===== config.mk =====
export PLATFORM = sky130hd
export DESIGN_NAME = vga_timing_counter
export DESIGN_NICKNAME = d
export VERILOG_FILES = /design/src/rtl/vga_timing_counter.sv
export SDC_FILE = /design/constraint.sdc
export NUM_CORES = 1
export LEC_CHECK = 0
export ABC_AREA = 1
export BUFFER_PORTS_ARGS = -buffer_cell sky130_fd_sc_hd__buf_2
export CAP_MARGIN = 25
export CORE_MARGIN = 1
export CORE_UTILIZATION = 54
export DETAILED_ROUTE_END_ITERATION = 8
export PLACE_DENSITY = 0.78
export SLEW_MARGIN = 10
export SYNTH_ARGS = -nofsm -noshare
export SYNTH_HDL_FRONTEND = slang
export SYNTH_SLANG_ARGS = --single-unit

===== constraint.sdc =====
create_clock -name clk -period 2.95 [get_ports clk]
set_input_delay 0.295 -clock clk [delete_from_list [all_inputs] [get_ports clk]]
set_output_delay 0.295 -clock clk [all_outputs]
set_load 0.02 [all_outputs]

===== src/rtl/vga_timing_counter.sv =====
// Pixel-clock divider and horizontal/vertical position counters for 640x480@60 VGA timing.
// Define FRAME_COUNT_EN to add the 8-bit frame_count output and its register.
module vga_timing_counter #(
    parameter int CLK_DIV  = 4,
    parameter int H_ACTIVE = 640,
    parameter int H_FP     = 16,
    parameter int H_SYNC   = 96,
    parameter int H_BP     = 48,
    parameter int V_ACTIVE = 480,
    parameter int V_FP     = 10,
    parameter int V_SYNC   = 2,
    parameter int V_BP     = 33
) (
    input  logic       clk,
    input  logic       reset,
    input  logic       enable,
    output logic       pixel_tick,
    output logic [9:0] h_count,
    output logic [9:0] v_count,
    output logic       hsync,
    output logic       vsync,
    output logic       active,
    output logic       line_end,
`ifdef FRAME_COUNT_EN
    output logic       frame_end,
    output logic [7:0] frame_count
`else
    output logic       frame_end
`endif
);

    localparam int H_TOTAL = H_ACTIVE + H_FP + H_SYNC + H_BP;
    localparam int V_TOTAL = V_ACTIVE + V_FP + V_SYNC + V_BP;

    localparam logic [9:0] H_LAST   = 10'(H_TOTAL - 1);
    localparam logic [9:0] H_VIS    = 10'(H_ACTIVE);
    localparam logic [9:0] HS_START = 10'(H_ACTIVE + H_FP);
    localparam logic [9:0] HS_END   = 10'(H_ACTIVE + H_FP + H_SYNC - 1);
    localparam logic [9:0] V_LAST   = 10'(V_TOTAL - 1);
    localparam logic [9:0] V_VIS    = 10'(V_ACTIVE);
    localparam logic [9:0] VS_START = 10'(V_ACTIVE + V_FP);
    localparam logic [9:0] VS_END   = 10'(V_ACTIVE + V_FP + V_SYNC - 1);

    // A one-clock divider still needs a 1-bit register; it simply never leaves 0.
    localparam int                DIV_W    = (CLK_DIV > 1) ? $clog2(CLK_DIV) : 1;
    localparam logic [DIV_W-1:0] DIV_LAST = DIV_W'(CLK_DIV - 1);

    logic [DIV_W-1:0] div_cnt;
    logic [9:0]       h_next;
    logic [9:0]       v_next;
    logic             h_wrap;
    logic             v_wrap;

    // Reset is gated in so the strobes read 0 while reset is held, even with CLK_DIV=1.
    assign pixel_tick = enable & ~reset & (div_cnt == DIV_LAST);
    assign h_wrap     = (h_count == H_LAST);
    assign v_wrap     = (v_count == V_LAST);
    assign line_end   = pixel_tick & h_wrap;
    assign frame_end  = line_end & v_wrap;

    // NOTE: every always_comb output gets a default first, so no path can infer a latch.
    always_comb begin
        h_next = h_count;
        v_next = v_count;
        if (pixel_tick) begin
            h_next = h_wrap ? 10'd0 : h_count + 10'd1;
            if (h_wrap) begin
                v_next = v_wrap ? 10'd0 : v_count + 10'd1;
            end
        end
    end

    // NOTE: sequential state uses non-blocking assignments so every register samples pre-edge values.
    always_ff @(posedge clk or posedge reset) begin
        if (reset) begin
            div_cnt <= '0;
        end else if (enable) begin
            div_cnt <= (div_cnt == DIV_LAST) ? '0 : div_cnt + 1'b1;
        end
    end

    // Decodes are taken from the next counts so they line up with the counts they describe.
    always_ff @(posedge clk or posedge reset) begin
        if (reset) begin
            h_count <= 10'd0;
            v_count <= 10'd0;
            hsync   <= 1'b1;
            vsync   <= 1'b1;
            active  <= 1'b1;
        end else begin
            h_count <= h_next;
            v_count <= v_next;
            hsync   <= ~((h_next >= HS_START) && (h_next <= HS_END));
            vsync   <= ~((v_next >= VS_START) && (v_next <= VS_END));
            active  <= (h_next < H_VIS) && (v_next < V_VIS);
        end
    end

`ifdef FRAME_COUNT_EN
    always_ff @(posedge clk or posedge reset) begin
        if (reset) begin
            frame_count <= 8'd0;
        end else if (frame_end) begin
            frame_count <= frame_count + 8'd1;
        end
    end
`endif

endmodule

==> impl_metrics.py, run 1 <==
metrics = {
    "outcome": {
        "status": "complete, no violations",
    },
    "sta": {
        "max_slew.worst_pin.slew_ns": 0.481,
        "clock.fmax_mhz": 447,
        "fin_skew_ns": 0.0112,
        "setup_ws_ns": 0.713,
        "slew_viol_final": 0,
        "fin_setup_tns_ns": 0,
        "period_needed_ns": 2.24,
        "fin_crit_sh_pct": 75.8,
        "finalSetupViolCount": 0,
        "grt_setup_unrepaired": "no",
        "relSlewSlack_pct": 67.6,
        "hold_viol": 0,
    },
    "power": {
        "power.leakage_nw": 1.03,
        "switching_share_pct": 47.1,
        "internal_power_mw": 0.680,
        "p_per_area_nw_per_um2": 703,
        "p_clk_share_pct": 11.6,
        "p_switching_mw": 0.605,
        "pwr-share-seq_pct": 41.9,
        "vdd.ir_drop.worst_mv": 0.506,
        "comb_power_share_pct": 46.5,
    },
    "finish": {
        "drive_gt1_share_pct": 25.3,
        "final_nets": 253,
        "area_growth_pct": 12.7,
        "antenna_cells": 0,
        "fin_util_pct": 65.1,
    },
    "worst_setup_path": {
        "cp_data_required_time_ns": 2.65,
        "r2r_start": "h_count[0]$_DFF_PP0_",
        "cp.arrival_ns": 1.94,
        "cp-start-kind": "flip-flop",
        "crit_start": "h_count[0]$_DFF_PP0_",
        "crit_type": "reg -> out",
        "crit_fanout": 6,
        "reg2reg_slack_ns": 1.02,
        "crit_path_end_kind": "output port",
    },
    "synthesis": {
        "netlist_area_um2": 1620,
        "yosys_warnings": 0,
        "avgSynthCellArea_um2": 7.61,
        "synth.distinct_cells": 30,
        "post-synth-top-area-fraction_pct": 34.0,
        "synth-edff-count": 0,
        "synthArstFlopShare_pct": 100,
        "synth_common_cells": "46 x nand2_1, 36 x inv_1, 25 x nor2_1, 23 x nand3_1, 22 x dfrtp_1",
        "syn-num-nets": 220,
        "ys_top_cells_by_area": "dfrtp_1 34%, nand2_1 11%, inv_1 8.3%, nand3_1 7.1%, nor2_1 5.8%",
        "synth-seq-area-share_pct": 38.8,
        "yosys.area.top_type": "dfrtp_1",
        "synth_ff_type": "dfrtp_1",
        "yosysMostFrequentCell": "nand2_1",
        "synth_cells": 213,
        "synth_seq_cells": 25,
    },
    "place": {
        "io_buffers": 28,
        "hpwl_um": 2550,
        "preCtsSetupSlack_ns": 1.05,
        "gp_congestion": 0.897,
    },
    "routing": {
        "detail-route-antenna-nets": 0,
        "vias": 1456,
        "viasPerCell": 5.28,
        "wl_um": 3320,
        "first_iter_violations": 59,
        "drt_first_pass_iters": 4,
        "wl_per_cell_um": 12.0,
        "drc_errors": 0,
    },
    "grt": {
        "grt_pass1_wl_um": 5770,
        "grt-ovfl-total": 0,
        "grt_pass1_vias": 1294,
        "antenna_found_initial": 0,
        "grt_use_total_pct": 22.8,
        "grt_max_degree": 26,
    },
    "cts": {
        "hold_buffers": 0,
        "ctsRootBufferMaster": "clkbuf_4",
        "cts.reportedPaths.clkPinSlew_ns": 0.14,
        "cts_max_level": 1,
        "cts_tree": "done",
        "cts_made_buffers": 3,
        "insertion_delay_ns": 0.31,
        "cts_max_path_buffers": 2,
        "cts.repair.resized": 0,
        "cts_setup_buffers": 0,
        "numClockSinks": 25,
    },
    "floorplanning": {
        "pin_count": 29,
        "num_rows": 19,
        "die_x_um": 56.8,
        "start_util_pct": 57.8,
        "die_area_um2": 3230,
        "core_um2": 2810,
        "fp.dieH_um": 56.8,
    },
    "hold_path": {
        "hold_class": "in -> async",
    },
    "run": {
        "maxCapViolations": 0,
    },
}
-- routing by layer --
| metal | up-vias | GRT usage (%) | share of wire [%] |
|---|---|---|---|
| met5 | - | 0 | 0 |
| met2 | 33 | 34.9 | 45 |
| met3 | 2 | 2.76 | 4.0 |
| met4 | 0 | 6.62 | 0.72 |
| met1 | 684 | 34.0 | 50 |
| li1 | 737 | - | - |
-- placed cells by master, fill, tap and decap left out, types with 5 or more instances in the layout --
cell type	instances
nand2_1	46
inv_1	36
buf_2	28
nor2_1	25
nand3_1	23
dfrtp_1	22
nand4_1	8
nand2_2	5
-- flip-flops by register name, summed over array words and instances (netlist names) --
name,flops
h_count,10
vsync,1
div_cnt,2
hsync,1
v_count,10
active,1
-- power groups by stage --
stage               logic (mW)  registers [mW]  clock network [mW]
global placement         0.586           0.542                   0
CTS                      0.599           0.536               0.155
global route             0.671           0.549               0.170
detailed placement       0.594           0.543                   0
finish                   0.597           0.538               0.149
floorplan                0.371           0.600                   0
-- worst max-delay path: stages, from the launching register on --
cell and delay, ns:
dfrtp_1 0.46, ha_1 0.25, nand3_1 0.14, nor2_2 0.16
nand3_2 0.14, or2_4 0.29, inv_1 0.06, buf_2 0.15
-- logic make-up after synthesis --
group	share of synthesized area [%]
compound gates	4.48
flops	38.8
simple gates	41.5
xor+xnor	2.16
mux	0.694
buf+inv	9.26
fa+ha+maj	3.09
-- final timing paths --
check,end,cells after the start
hold reg to reg,div_cnt[0]$_DFFE_PP0P_,1
hold / removal,v_count[0]$_DFF_PP0_,3
setup / recovery,frame_end,7
min in group clk,div_cnt[0]$_DFFE_PP0P_,2
setup reg to reg,active$_DFF_PP1_,10
max in group asynchronous,active$_DFF_PP1_,3
-- stage by stage --
step	total power, mW	hold WS (ns)	cells	instance area, um^2
finish	1.28	0.0751	276	1830
global route	1.39	0.0916	276	1830
CTS	1.29	0.0854	276	1830
detailed placement	1.14	0.438	272	1800
global placement	1.13	0.435	272	1800
floorplan	0.972	0.187	213	1620
-- cell type report --
cell class	count	area, um^2
Timing Repair Buffer	29	148
Inverter	38	143
Clock buffer	4	26.3
Tap cell	31	38.8
Fill cell	258	978
Sequential cell	25	629
Multi-Input combinational cell	149	842
(Power assumes the default switching activity.)
==> run 2: changes to the inputs <==
ABC_AREA = 0   (was 1)
clock period = 2.3 ns   (was 2.95 ns; I/O delays follow)
==> impl_metrics.py, run 2 <==
metrics = {
    "sta": {
        "period_needed_ns": 2.26,
        "max_slew.worst_pin.slew_ns": 0.456,
        "slew_viol_final": 0,
        "hold_viol": 0,
        "finalSetupViolCount": 0,
        "fin_crit_sh_pct": 98.5,
        "clock.fmax_mhz": 442,
        "fin_skew_ns": 0.00141,
        "relSlewSlack_pct": 69.1,
    },
    "cts": {
        "cts_made_buffers": 3,
        "cts_max_level": 1,
        "insertion_delay_ns": 0.31,
        "cts_max_path_buffers": 2,
        "ctsRootBufferMaster": "clkbuf_4",
        "numClockSinks": 25,
        "cts.reportedPaths.clkPinSlew_ns": 0.14,
        "cts_tree": "done",
    },
    "synthesis": {
        "ys_top_cells_by_area": "dfrtp_1 38%, dfstp_2 5.4%, nand2_1 4.4%, xor2_1 3.6%, ha_1 3.4%",
        "synth-edff-count": 0,
        "synth_cells": 156,
        "yosys.area.top_type": "dfrtp_1",
        "synthArstFlopShare_pct": 100,
        "syn-num-nets": 163,
        "synth_common_cells": "22 x dfrtp_1, 17 x nand2_1, 12 x nor2_1",
        "post-synth-top-area-fraction_pct": 37.8,
        "synth_seq_cells": 25,
        "yosys_warnings": 0,
        "yosysMostFrequentCell": "dfrtp_1",
        "synth.distinct_cells": 46,
        "synth_ff_type": "dfrtp_1",
        "netlist_area_um2": 1460,
        "synth-seq-area-share_pct": 43.2,
        "avgSynthCellArea_um2": 9.34,
    },
    "run": {
        "maxCapViolations": 0,
    },
    "finish": {
        "area_growth_pct": 21.4,
        "mostFrequentLayoutCells": "28 x buf_2, 20 x dfrtp_1, 17 x nand2_1",
        "largest_registers": "h_count (10), v_count (10), div_cnt (2)",
        "antenna_cells": 0,
        "drive_gt1_share_pct": 32.3,
        "stdcell_area_um2": 1770,
        "final_nets": 206,
        "layout_commonest_cell": "buf_2",
        "fin_util_pct": 70.1,
    },
    "worst_setup_path": {
        "cp-start-kind": "flip-flop",
        "crit_fanout": 5,
        "crit_type": "reg -> reg",
        "cp_data_required_time_ns": 2.54,
        "crit_path_end_kind": "flip-flop",
        "cp.arrival_ns": 2.50,
    },
    "grt": {
        "grt_use_total_pct": 27.4,
        "grt-ovfl-total": 0,
        "grt_max_degree": 15,
        "grt_pass1_wl_um": 5700,
        "antenna_found_initial": 0,
        "grt_pass1_vias": 1275,
    },
    "routing": {
        "drt_first_pass_iters": 4,
        "detail-route-antenna-nets": 0,
        "vias": 1350,
        "wl_per_cell_um": 15.8,
        "first_iter_violations": 49,
        "wl_um": 3590,
        "drc_errors": 0,
        "viasPerCell": 5.92,
    },
    "floorplanning": {
        "core_um2": 2520,
        "num_rows": 18,
        "die_x_um": 54.0,
        "pin_count": 29,
        "start_util_pct": 57.8,
        "die_area_um2": 2910,
        "fp.dieH_um": 54.0,
    },
    "power": {
        "switching_share_pct": 31.9,
        "internal_power_mw": 0.665,
        "pwr-share-seq_pct": 54.8,
        "p_per_area_nw_per_um2": 552,
        "p_switching_mw": 0.311,
        "power.leakage_nw": 0.871,
        "comb_power_share_pct": 24.9,
        "vdd.ir_drop.worst_mv": 0.568,
        "p_clk_share_pct": 20.2,
    },
    "place": {
        "hpwl_um": 2740,
        "gp_congestion": 0.972,
        "place_area_um2": 1710,
        "io_buffers": 28,
    },
    "outcome": {
        "status": "complete, no violations",
    },
    "hold_path": {
        "hold_class": "in -> reg",
    },
}
[run 2: cell types whose count changed in the layout (fill, tap and decap cells not counted), moves of 3 or more]
| cell | before | now |
|---|---|---|
| nand3_1 | 23 | 8 |
| nand3_2 | 4 | 0 |
| buf_4 | 1 | 14 |
| and2_1 | 2 | 5 |
| xor2_1 | 3 | 6 |
| nand2_1 | 46 | 17 |
| nor2_2 | 3 | 0 |
| o21ai_0 | 4 | 8 |
| nand2_2 | 5 | 0 |
| xnor2_1 | 1 | 5 |
| nor2_4 | 4 | 0 |
| and3_1 | 0 | 3 |
| nor2_1 | 25 | 12 |
| inv_1 | 36 | 7 |
[run 2: path summary, 6_finish.rpt]
path	start	to	slack (ns)	cells after the start
max in group asynchronous	reset	vsync$_DFF_PP1_	1.20	4
hold / removal	enable	div_cnt[0]$_DFFE_PP0P_	0.22	2
setup reg to reg	h_count[1]$_DFF_PP0_	vsync$_DFF_PP1_	0.04	7
min in group asynchronous	reset	h_count[2]$_DFF_PP0_	0.47	3
hold reg to reg	div_cnt[1]$_DFFE_PP0P_	div_cnt[1]$_DFFE_PP0P_	0.56	1
setup / recovery	h_count[1]$_DFF_PP0_	vsync$_DFF_PP1_	0.04	7
[run 2: layout make-up]
class | instances | area [um^2]
multi-input cells | 119 | 791
fillers | 197 | 753
flip-flops and latches | 25 | 632
repair buffers | 43 | 255
well taps | 30 | 37.5
inverters | 7 | 26.3
clock buffers | 3 | 22.5
clock inverters | 1 | 5.00
[run 2: what timing repair did]
| action | 4_1_cts | 5_1_grt |
|---|---|---|
| setup buffers | 0 | 1 |
| hold endpoints to repair | 10 | 0 |
| setup endpoints to repair | 0 | 2 |
| resized for setup | 0 | 4 |
| hold buffers | 1 | 0 |
[run 2: worst max-delay path, cell delays in order (launching register included)]
cell	delay, ns
dfrtp_2	0.41
ha_1	0.19
nand3_1	0.12
or4_4	0.54
or2_4	0.28
or3_4	0.38
a21oi_2	0.15
nand4_1	0.10
[run 2: per-layer routing]
layer	GRT usage [%]	share of wire (%)	vias up	routed length (um)
met5	0	0	-	0
met4	14.9	2.1	0	76
met3	4.24	5.1	8	185
met2	45.7	51	46	1830
met1	33.6	42	654	1500
li1	-	-	642	-
[run 2: logic make-up after synthesis]
family                   count (synthesis)  synth area share [%]
AO/OA/AOI/OAI                           26                  11.3
XOR/XNOR                                11                  6.61
adder cells (fa/ha/maj)                  4                  3.43
buffers and inverters                   12                  3.78
flip-flops                              25                  43.2
multiplexers                             2                  1.54
AND/OR/NAND/NOR                         76                  30.1
[run 2: per-stage QoR]
stage	power, mW	setup TNS [ns]	hold WS (ns)	cells	worst slack [ns]
after floorplan	0.681	0	0.255	156	0.0506
after global placement	0.746	0	0.259	222	0.106
after detailed placement	0.769	0	0.281	222	0.0673
after CTS	0.969	0	0.211	227	0.0280
after global routing	1.04	-0.0338	0.198	228	-0.0338
final	0.976	0	0.219	228	0.0356
[run 2: power by group through the flow]
stage / Clock [mW] / Sequential (mW) / Combinational, mW
6_report: 0.198 / 0.535 / 0.243
5_1_grt: 0.224 / 0.542 / 0.272
4_1_cts: 0.208 / 0.535 / 0.227
3_5_place_dp: 0 / 0.544 / 0.225
3_3_place_gp: 0 / 0.535 / 0.210
2_1_floorplan: 0 / 0.576 / 0.106
